<file path="config.mk">
export PLATFORM = sky130hd
export DESIGN_NAME = bus_datapath
export DESIGN_NICKNAME = d
export VERILOG_FILES = /design/src/rtl/bus_datapath_pkg.sv /design/src/rtl/bus_datapath_alu.sv /design/src/rtl/bus_datapath.sv
export SDC_FILE = /design/constraint.sdc
export NUM_CORES = 1
export LEC_CHECK = 0
export BUFFER_PORTS_ARGS = -buffer_cell sky130_fd_sc_hd__buf_4
export CAP_MARGIN = 40
export CORE_ASPECT_RATIO = 0.9
export CORE_UTILIZATION = 49
export DETAILED_ROUTE_END_ITERATION = 8
export GPL_TIMING_DRIVEN = 0
export PLACE_DENSITY = 0.86
export SLEW_MARGIN = 20
export SYNTH_ARGS = -nofsm -noshare
export SYNTH_HDL_FRONTEND = slang
export SYNTH_HIERARCHICAL = 1
export SYNTH_SLANG_ARGS = --single-unit
export TNS_END_PERCENT = 10
</file>
<file path="constraint.sdc">
create_clock -name clk -period 2.1 [get_ports clk]
set_clock_uncertainty 0.2 [all_clocks]
set_input_delay 0.42 -clock clk [delete_from_list [all_inputs] [get_ports clk]]
set_output_delay 0.42 -clock clk [all_outputs]
set_load 0.005 [all_outputs]
</file>
<file path="src/rtl/bus_datapath_pkg.sv">
// Shared encodings for the bus datapath and the control unit that drives it:
// Bus 1 / Bus 2 driver selects and the DR1/DR2 source selects.
package bus_datapath_pkg;

   localparam int unsigned WIDTH_DEFAULT = 8;

   localparam logic [2:0] SEL_R1   = 3'b000;
   localparam logic [2:0] SEL_R2   = 3'b001;
   localparam logic [2:0] SEL_R3   = 3'b010;
   localparam logic [2:0] SEL_AC   = 3'b011;
   localparam logic [2:0] SEL_OUTR = 3'b100;

   localparam logic SEL_B_ZERO = 1'b0;
   localparam logic SEL_B_R2   = 1'b1;

   localparam logic DR1_SRC_BUS1 = 1'b0;
   localparam logic DR1_SRC_BUS2 = 1'b1;
   localparam logic DR2_SRC_BUS2 = 1'b0;
   localparam logic DR2_SRC_BUS1 = 1'b1;

   // Codes above SEL_OUTR have no driver and leave Bus 1 at zero.
   function automatic logic sel_a_valid(input logic [2:0] sel);
      return sel <= SEL_OUTR;
   endfunction

endpackage

</file>
<file path="src/rtl/bus_datapath_alu.sv">
// bus_alu: combinational WIDTH+1-bit adder of DR1 and DR2, with carry-out
// and a zero flag on the truncated WIDTH-bit sum.
module bus_alu #(
   parameter int unsigned WIDTH = 8
) (
   input  logic [WIDTH-1:0] a,
   input  logic [WIDTH-1:0] b,
   output logic [WIDTH-1:0] sum,
   output logic             carry,
   output logic             zero
);

   logic [WIDTH:0] full_sum;

   always_comb begin
      full_sum = {1'b0, a} + {1'b0, b};
      sum      = full_sum[WIDTH-1:0];
      carry    = full_sum[WIDTH];
      zero     = (full_sum[WIDTH-1:0] == '0);
   end

endmodule

</file>
<file path="src/rtl/bus_datapath.sv">
// Two-bus register-transfer datapath (R1..R3, DR1, DR2, AC, OUTR, adder ALU).
// Optional BUS_CONFLICT_CHECK_EN adds a sticky bus_err for loads from an undriven Bus 1.
module bus_datapath
   import bus_datapath_pkg::*;
#(
   parameter int unsigned WIDTH = WIDTH_DEFAULT
) (
   input  logic             clk,
   input  logic             rst,
   input  logic             init_load,
   input  logic [WIDTH-1:0] init_r1,
   input  logic [WIDTH-1:0] init_r2,
   input  logic [WIDTH-1:0] init_r3,
   input  logic [2:0]       sel_A,
   input  logic             sel_B,
   input  logic             LD_R1,
   input  logic             LD_R2,
   input  logic             LD_R3,
   input  logic             LD_DR1,
   input  logic             LD_DR2,
   input  logic             LD_AC,
   input  logic             LD_outr,
   input  logic             sel_DR1,
   input  logic             sel_DR2,
   output logic [WIDTH-1:0] bus1,
   output logic [WIDTH-1:0] bus2,
   output logic [WIDTH-1:0] outr,
   output logic [WIDTH-1:0] ac,
   output logic             carry,
   output logic             zero
`ifdef BUS_CONFLICT_CHECK_EN
   ,
   output logic             bus_err
`endif
);

   logic [WIDTH-1:0] r1_q, r1_d, r2_q, r2_d, r3_q, r3_d;
   logic [WIDTH-1:0] dr1_q, dr1_d, dr2_q, dr2_d;
   logic [WIDTH-1:0] ac_q, ac_d, outr_q, outr_d;
   logic             carry_q, carry_d, zero_q, zero_d;
   logic [WIDTH-1:0] alu_sum;
   logic             alu_carry, alu_zero;

   bus_alu #(.WIDTH(WIDTH)) u_alu (
      .a     (dr1_q),
      .b     (dr2_q),
      .sum   (alu_sum),
      .carry (alu_carry),
      .zero  (alu_zero)
   );

   // NOTE: every always_comb output gets a default first so no path can infer a latch.
   always_comb begin
      bus1 = '0;
      case (sel_A)
         SEL_R1:   bus1 = r1_q;
         SEL_R2:   bus1 = r2_q;
         SEL_R3:   bus1 = r3_q;
         SEL_AC:   bus1 = ac_q;
         SEL_OUTR: bus1 = outr_q;
         default:  bus1 = '0;
      endcase
      bus2 = (sel_B == SEL_B_R2) ? r2_q : '0;
   end

   // All sources are pre-edge values, so any mix of loads in one cycle is a true transfer.
   always_comb begin
      r1_d    = r1_q;
      r2_d    = r2_q;
      r3_d    = r3_q;
      dr1_d   = dr1_q;
      dr2_d   = dr2_q;
      ac_d    = ac_q;
      outr_d  = outr_q;
      carry_d = carry_q;
      zero_d  = zero_q;
      if (init_load) begin
         r1_d = init_r1;
         r2_d = init_r2;
         r3_d = init_r3;
      end else begin
         if (LD_R1)   r1_d   = bus1;
         if (LD_R2)   r2_d   = bus1;
         if (LD_R3)   r3_d   = bus1;
         if (LD_outr) outr_d = bus1;
         if (LD_DR1)  dr1_d  = (sel_DR1 == DR1_SRC_BUS2) ? bus2 : bus1;
         if (LD_DR2)  dr2_d  = (sel_DR2 == DR2_SRC_BUS1) ? bus1 : bus2;
         if (LD_AC) begin
            ac_d    = alu_sum;
            carry_d = alu_carry;
            zero_d  = alu_zero;
         end
      end
   end

   // NOTE: state flops use non-blocking assignments so every flop samples pre-edge values.
   always_ff @(posedge clk) begin
      if (rst) begin
         r1_q    <= '0;
         r2_q    <= '0;
         r3_q    <= '0;
         dr1_q   <= '0;
         dr2_q   <= '0;
         ac_q    <= '0;
         outr_q  <= '0;
         carry_q <= 1'b0;
         zero_q  <= 1'b1;
      end else begin
         r1_q    <= r1_d;
         r2_q    <= r2_d;
         r3_q    <= r3_d;
         dr1_q   <= dr1_d;
         dr2_q   <= dr2_d;
         ac_q    <= ac_d;
         outr_q  <= outr_d;
         carry_q <= carry_d;
         zero_q  <= zero_d;
      end
   end

   assign outr  = outr_q;
   assign ac    = ac_q;
   assign carry = carry_q;
   assign zero  = zero_q;

`ifdef BUS_CONFLICT_CHECK_EN
   logic bus_err_q, bus_err_d;
   logic bus1_load;

   always_comb begin
      bus1_load = LD_R1 | LD_R2 | LD_R3 | LD_outr
                | (LD_DR1 & (sel_DR1 == DR1_SRC_BUS1))
                | (LD_DR2 & (sel_DR2 == DR2_SRC_BUS1));
      bus_err_d = bus_err_q | (~init_load & bus1_load & ~sel_a_valid(sel_A));
   end

   always_ff @(posedge clk) begin
      if (rst) bus_err_q <= 1'b0;
      else     bus_err_q <= bus_err_d;
   end

   assign bus_err = bus_err_q;
`endif

endmodule

</file>
**Word-level counts from Yosys, hierarchy flattened**

Cells that the tools add are included.

- Flip-flop bits (word level): 58

- Bitwise logic cells: 1
- Multiplexer cells: 10
- Reductions and logical operators: 9
- Add/subtract/negate cells: 1
- Eq/ne operators: 4

Operators by type and width:

| operator | number |
|---|---|
| 2-to-1 mux 8 bit | 9 |
| case mux 8 bit (5 select lines) | 1 |
| adder 8 x 8 -> 9 bit | 1 |
| zero test 8 bit | 1 |
| AND reduction 2 bit | 4 |
| equality test 3 x 2 -> 1 bit, second input constant | 2 |
| nonzero test 2 bit | 3 |
| equality test 3 x 1 -> 1 bit, second input constant | 1 |
| equality test 3 bit, second input constant | 1 |
| zero test 3 bit | 1 |
| inverter 1 bit | 1 |

**Longest topological paths before layout**

Gate-level depths: netlist of the first run.

- Depth after elaboration: 4
- Depth in mapped cells: 10
- Mapped depth without buffers: 10

**By module**

Netlist of the first run, hierarchy kept.

Modules (own cells, without submodules):

| module | cells an instance | instances | area an instance (um2) |
|---|---|---|---|
| bus_datapath | 336 | 1 | 3042.9 |
| bus_alu | 41 | 1 | 350.3 |

**Worst setup path after synthesis of the first run**

No wires, ideal clock.

- Path kind: reg-to-reg
- Start point: reg dr1_q[0]
- End point: reg zero_q, in the netlist zero
- Cell stages (with the launch flop): 11
- Path buffers: 0
- Setup slack: -0.022 ns
- Library setup time: 0.062 ns
- Arrival time: 1.860 ns
- Clock period less this slack: 2.122 ns
- Path through: dfxtp_1 ha_1 inv_1 fa_1 nor2b_2 o31a_1 a21oi_1 nor4_1 nor4b_2 nand2_1 nand3b_1

- Word-level cells in the longest chain between the ends: 2

RTL lines:

| element | line | text |
|---|---|---|
| start: declaration | bus_datapath.sv:38 | `logic [WIDTH-1:0] dr1_q, dr1_d, dr2_q, dr2_d;` |
| start signal: assignment | bus_datapath.sv:112 | `dr1_q <= dr1_d;` |
| adder 8 x 8 -> 9 bit | bus_datapath_alu.sv:16 | `full_sum = {1'b0, a} + {1'b0, b};` |
| net alu_sum[4] | bus_datapath.sv:41 | `logic [WIDTH-1:0] alu_sum;` |
| zero test 8 bit | bus_datapath_alu.sv:19 | `zero = (full_sum[WIDTH-1:0] == '0);` |
| net alu_zero | bus_datapath.sv:42 | `logic alu_carry, alu_zero;` |
| end signal: assignment | bus_datapath.sv:117 | `zero_q <= zero_d;` |
| end: declaration | bus_datapath.sv:40 | `logic carry_q, carry_d, zero_q, zero_d;` |

The timed path passes the listed nets, and every way through them passes these cells.
A chain may end at the register's enable or synchronous reset.

**Final worst setup path of the first run**

- Start point: in sel_A[1]
- End point: out bus1[6]

- Word-level cells in the longest chain between the ends: 2
- Elaborated cells on any way between the ends: 6
- Classes of those cells: 4 x eq/ne; 1 x mux; 1 x reduce/logical

RTL lines:

| element | line | text |
|---|---|---|
| start: declaration | bus_datapath.sv:14 | `input logic [2:0] sel_A,` |
| equality test 3 bit, or another cell as far along | bus_datapath.sv:55 | `case (sel_A)` |
| case mux 8 bit (5 select lines) * | bus_datapath.sv:55 |  |
| end: declaration | bus_datapath.sv:25 | `output logic [WIDTH-1:0] bus1,` |

Every way passes the cells marked *; elsewhere a longest branch is shown, timed or not.

==> results of run 1 <==
cells in the mapped netlist, types with 2 or more instances:
cell       instances  area, um^2
inv_1             18        67.6
a31oi_1            2        12.5
dfxtp_1           58        1160
o22ai_1            7        43.8
nand4bb_1          8        90.1
nor2_1            53         199
a21oi_1           17        85.1
buf_2              5        25.0
o31a_1             2        17.5
o221ai_2           4        60.1
xnor2_1            3        26.3
a221oi_1          21         184
clkbuf_1          21        78.8
o21ai_0            6        30.0
o21a_1             2        15.0
mux2i_1           15         150
buf_8              2        30.0
buf_6              3        33.8
nor3b_1           25         188
ha_1               8         100
nand2b_1           4        25.0
nand2_1           31         116
a2111oi_2         14         210
o21bai_1           3        22.5
a21oi_2            2        17.5
o221ai_4           3        78.8
a22o_1             7        61.3
nor2b_1           11        68.8
state kept, by name (all words and copies together), names as in the netlist:
register,count
outr,8
ac,8
r3_q,8
zero,1
carry,1
r1_q,8
dr1_q,8
r2_q,8
dr2_q,8
worst min-delay path, cell delays in order:
cell and delay (ns):
buf_4 0.08, a221oi_1 0.07, nor2_1 0.08
metal layers:
metal	track usage [%]	up-vias	routed length [um]
met4	14.6	0	291
met3	6.46	35	1020
met1	37.1	1621	4440
li1	-	1546	-
met2	46.2	214	4600
met5	0	-	0
worst paths after layout:
check	start	end	slack, ns	depth (start not counted)
worst max-delay path	sel_A[1]	bus1[6]	-0.09	5
worst min-delay path	init_r3[0]	r3_q[0]$_SDFFE_PP0P_	0.13	3
worst max register to register	dr2_q[0]$_SDFFE_PP0P_	zero$_SDFFE_PP1P_	-0.06	10
worst min register to register	carry$_SDFFE_PP0P_	carry$_SDFFE_PP0P_	0.26	2
area by class of cell:
class	instances	area, um^2
fill	490	2190
multi-input combinational	268	2120
sequential	58	1160
timing repair buffer	72	541
buffer	32	179
clock buffer	12	165
tap	90	113
clock inverter	4	72.6
inverter	19	71.3
through the flow:
step	area [um^2]	hold slack, ns	TNS (ns)	instances	setup WS (ns)
after global placement	4010	0.246	-0.733	534	-0.289
after detailed placement	4010	0.252	-1.48	534	-0.301
after global routing	4430	0.124	-0.846	555	-0.222
after floorplan	3400	0.253	0	377	0.0426
final	4430	0.128	-0.383	555	-0.0863
after CTS	4380	0.120	-0.222	553	-0.0453
repair_timing:
item | in CTS | in global routing
setup buffers | 3 | 0
pin swaps | 7 | 0
gates resized for setup | 20 | 7
hold buffers | 0 | 0
setup endpoints to repair | 9 | 11
kinds of logic (layout without fill, tap and decap cells):
kind of cell | after synthesis | after routing | synth area share [%]
buffers and inverters | 51 | 139 | 7.15
AOI/OAI and AO/OA | 99 | 99 | 27.1
xor gates and xnor gates | 4 | 4 | 1.03
and+or+nand+nor | 141 | 141 | 22.5
muxes | 15 | 15 | 4.42
DFF | 58 | 58 | 34.2
adders and majority gates | 9 | 9 | 3.54
power by group through the flow:
| stage | registers (mW) | logic, mW | clock network, mW |
|---|---|---|---|
| floorplan | 1.21 | 0.336 | 0 |
| global placement | 1.22 | 0.494 | 0 |
| detailed placement | 1.22 | 0.507 | 0 |
| CTS | 1.20 | 0.530 | 1.24 |
| global route | 1.21 | 0.591 | 1.29 |
| finish | 1.21 | 0.551 | 1.24 |
==> impl_metrics.toml, run 1 <==
[critical_path]
timing.critical_path.buf_inv = 3
path_max_fanout = 10
arrival_ns = 1.57
startpoint_type = "input pin"
path_cells = "buf_6, buf_8, mux2i_1, o221ai_2, buf_4"
crit_type = "input pin to output pin"
critPathRequiredTime_ns = 1.48
cpMaxStageDelayCell = "mux2i_1"
end_kind = "output pin"
critPathMaxStageDelay_ns = 0.34
critical_path.top_delay_family = "buffers and inverters"

[layout]
area_growth_pct = 30.5
layout_commonest_cell = "buf_4"
most-common-layout-cells = "buf_4 (74), dfxtp_1 (56), nor2_1 (52)"
final_nets = 509
fin_util_pct = 66.9
drive_gt1_share_pct = 32.0
antennaDiodeCount = 0

[detailed_routing]
drt_iter0_drc = 314
drt_wl_total_mm = 10.3
drtPass1Iterations = 6
drc = 0
postRouteAntennaNets = 0
vias = 3416
routed_via_density = 6.15
routedWlPerCell_um = 18.6

[timing]
setup_violations = 9
post-route-min-period_ns = 2.19
maxSlewViolCount = 0
fin_crit_sh_pct = 104
rsz0062_at_grt = "true"
max_freq_ghz = 0.457
tightestPinTransition_ns = 0.757
slew-limit-headroom_pct = 49.5
setup_ws_ns = -0.0863
hold_viol = 0

[power]
pwr-share-seq_pct = 40.3
vdd_drop_max_mv = 0.338
pwr_density_cell_nw_per_um2 = 677
power_frac_comb_pct = 18.4
p_int_mw = 2.17
power_mw = 3.00
swShare_pct = 27.5
p_leak_nw = 1.76
switchingPower_mw = 0.826
clkPwrFrac_pct = 41.4

[global_routing]
grt_pass1_vias = 3149
grt_pass1_wl_mm = 15.9
grt_usage_pct = 28.9
antenna_found_initial = 0
grt.overflow.total = 0
grt_max_degree = 11

[synth]
synth-main-ff-cell = "dfxtp_1"
async_flop_share_pct = 0
seq_area_frac_synth_pct = 34.2
mappedNetlistArea_um2 = 3390
yosysWarnings = 6
syn_nets = 426
ys_ff_latch = 58
synth_edf_count = 0
synth.distinct_cells = 50
synth_cells = 377
syn_area_per_cell_um2 = 9.00

[outcome]
status = "finished with violations"
violations = "negative setup slack"

[clock_tree]
cts-root-buf = "clkbuf_8"
ctsHtreeMaxLevel = 3
worst_skew_pair.late_latency_ns = 0.35
cts.clk_slew.worst_paths_ns = 0.07
cts.sinks = 58
cts.path.max_buffers = 2
cts_tree = "done"
numCtsBuffers = 9

[floorplan]
die_y_um = 80.9
ios = 74
fp.dieW_um = 89.7
start_util_pct = 51.2
core_um2 = 6620
num_rows = 28
dieArea_um2 = 7260

[place]
hpwlAfterDp_mm = 7.46
place.port_buffers = 67
gp_congestion = 0.887

[worst_hold_path]
hp-class = "input pin to register"

[job]
drv_cap = 0
Note: power is estimated with default switching activity, not from simulation.
==> run 2, diff against run 1 <==
Settings changed: PLACE_DENSITY 0.86 to 0.87, SLEW_MARGIN 20 to 10, SYNTH_HIERARCHICAL 1 to not set.
==> run 2 against run 1 <==
The flow still finishes with violations (negative setup slack); via count decreased by 4.3%; final cell count decreased by 2.3%; count of clock-buffer cells in the layout increased by 3; total power decreased by 4.5%; largest cell class unchanged; critical endpoint is now bus1[2]; global-route usage increased by 2.4 points; hold slack improved by 0.0070 ns; fmax decreased by 0.89%.
==> impl_metrics.toml, run 2 <==
[detailed_routing]
drt_iter0_drc = 331
postRouteAntennaNets = 0
drtPass1Iterations = 5
routedWlPerCell_um = 18.4
drc = 0
drt_wl_total_mm = 9.99
routed_via_density = 6.03
vias = 3269

[timing]
rsz0062_at_grt = "true"
fin_crit_sh_pct = 105
hold_viol = 0
post-route-min-period_ns = 2.21
slew-limit-headroom_pct = 54.2
whs_ns = 0.135
setup_violations = 8
tightestPinTransition_ns = 0.687
max_freq_ghz = 0.453
setup_ws_ns = -0.106
setup_tns_ns = -0.484
maxSlewViolCount = 0

[layout]
post-route-cell-area_um2 = 4140
drive_gt1_share_pct = 25.9
most-common-layout-cells = "buf_4 (72), dfxtp_1 (56), nand2_1 (50)"
antennaDiodeCount = 0
area_growth_pct = 31.8
final_nets = 499
fin_util_pct = 67.3
layoutNonFillerInstCount = 542
layout_commonest_cell = "buf_4"

[outcome]
status = "finished with violations"
violations = "negative setup slack"

[synth]
yosys.area.top_type = "dfxtp_1"
ys_ff_latch = 58
synth-main-ff-cell = "dfxtp_1"
mappedNetlistArea_um2 = 3140
synth-compound-area-share_pct = 20.2
synth_top_family_by_area = "compound AO/OA/AOI/OAI gates"
synthXorXnorAreaFrac_pct = 0.837
synthAdderAreaFrac_pct = 3.82
synth.distinct_cells = 40
synth_cells = 370
seq_area_frac_synth_pct = 37.0
synth_top_area_share_pct = 37.0
syn_nets = 419
synthSimpleGateAreaFrac_pct = 17.3
syn_area_per_cell_um2 = 8.49
synth.most_common_cell = "dfxtp_1"
synth.area.mux_share_pct = 15.3
async_flop_share_pct = 0
synth_edf_count = 0
synth_area_leaders = "dfxtp_1 (37%), mux2i_1 (15%), nand2_1 (6.0%)"
synth_common_cells = "dfxtp_1 (58), nand2_1 (50), mux2i_1 (47)"
yosysWarnings = 0

[power]
power_mw = 2.86
vdd_drop_max_mv = 0.367
switchingPower_mw = 0.786
clkPwrFrac_pct = 39.5
power_frac_comb_pct = 18.5
pwr-share-seq_pct = 42.0
swShare_pct = 27.5
p_leak_nw = 1.76
pwr_density_cell_nw_per_um2 = 692
p_int_mw = 2.08

[floorplan]
core_um2 = 6150
die_y_um = 78.0
ios = 74
start_util_pct = 51.1
fp.dieW_um = 86.4
dieArea_um2 = 6730
num_rows = 27

[clock_tree]
cts.clk_slew.worst_paths_ns = 0.07
ctsHtreeMaxLevel = 3
cts.path.max_buffers = 2
cts_tree = "done"
worst_skew_pair.late_latency_ns = 0.35
cts.sinks = 58
numCtsBuffers = 9
cts_hold_buffers = 0
cts-root-buf = "clkbuf_8"

[critical_path]
r2r_start = "dr2_q[0]$_SDFFE_PP0P_"
arrival_ns = 1.59
end_kind = "output pin"
path_max_fanout = 10
crit_start = "sel_A[2]"
critPathRequiredTime_ns = 1.48
crit_type = "input pin to output pin"
r2r_cells = 8
startpoint_type = "input pin"

[place]
hpwlAfterDp_mm = 7.01
post-place-ws_ns = -0.317
place.port_buffers = 68
placed_area_um2 = 3770
dp.cells = 525
gp_congestion = 0.914

[job]
drv_cap = 0

[global_routing]
grt_max_degree = 11
grt_pass1_wl_mm = 15.9
grt_pass1_vias = 3227
grt.overflow.total = 0
grt_usage_pct = 31.3
antenna_found_initial = 0

[worst_hold_path]
min_from = "init_r1[1]"
holdPathStages = 3
hp-class = "input pin to register"
## run 2: layer usage
metal	vias to the layer above	part of all wire, %	GRT usage, %
li1	1478	-	-
met1	1572	42	39.8
met2	182	47	49.4
met3	37	8.1	7.98
met4	0	3.1	14.5
met5	-	0	0
## run 2: power by group through the flow
stage | logic, mW | registers [mW] | clock network, mW
after floorplan | 0.302 | 1.21 | 0
after global placement | 0.458 | 1.22 | 0
after detailed placement | 0.475 | 1.22 | 0
after CTS | 0.511 | 1.20 | 1.11
after global routing | 0.571 | 1.21 | 1.17
final | 0.531 | 1.20 | 1.13
## run 2: critical path, cell delays in order
cell       delay (ns)
buf_4            0.10
buf_6            0.17
mux2i_1          0.25
a2bb2oi_1        0.30
o22ai_4          0.17
buf_4            0.17
## run 2: what timing repair did
item / 4_1_cts / 5_1_grt
setup buffers: 1 / 0
endpoints found under the setup margin: 11 / 14
pin swaps: 4 / 6
endpoints found under the hold margin: 0 / 0
resized for setup: 20 / 9
## run 2: kinds of logic (layout without fill, tap and decap cells)
group / count (synthesis) / count (layout)
AND/OR/NAND/NOR: 122 / 122
buffers and inverters: 41 / 126
XOR/XNOR: 3 / 3
multiplexers: 48 / 48
adder cells (fa/ha/maj): 9 / 9
flip-flops: 58 / 58
AO/OA/AOI/OAI: 89 / 89
## run 2: cell type report
type | instances | area, um^2
sequential | 58 | 1160
tap | 87 | 109
inverter | 12 | 45.0
fill | 507 | 2010
buffer | 29 | 138
clock buffer | 15 | 186
multi-input combinational | 271 | 1950
clock inverter | 1 | 30.0
timing repair buffer | 69 | 518
## run 2: path summary, 6_finish.rpt
| path | endpoint | slack (ns) |
|---|---|---|
| worst min-delay path | r1_q[1]$_SDFFE_PP0P_ | 0.14 |
| worst min register to register | ac[6]$_SDFFE_PP0P_ | 0.29 |
| worst max-delay path | bus1[2] | -0.11 |
| worst max register to register | ac[6]$_SDFFE_PP0P_ | -0.10 |
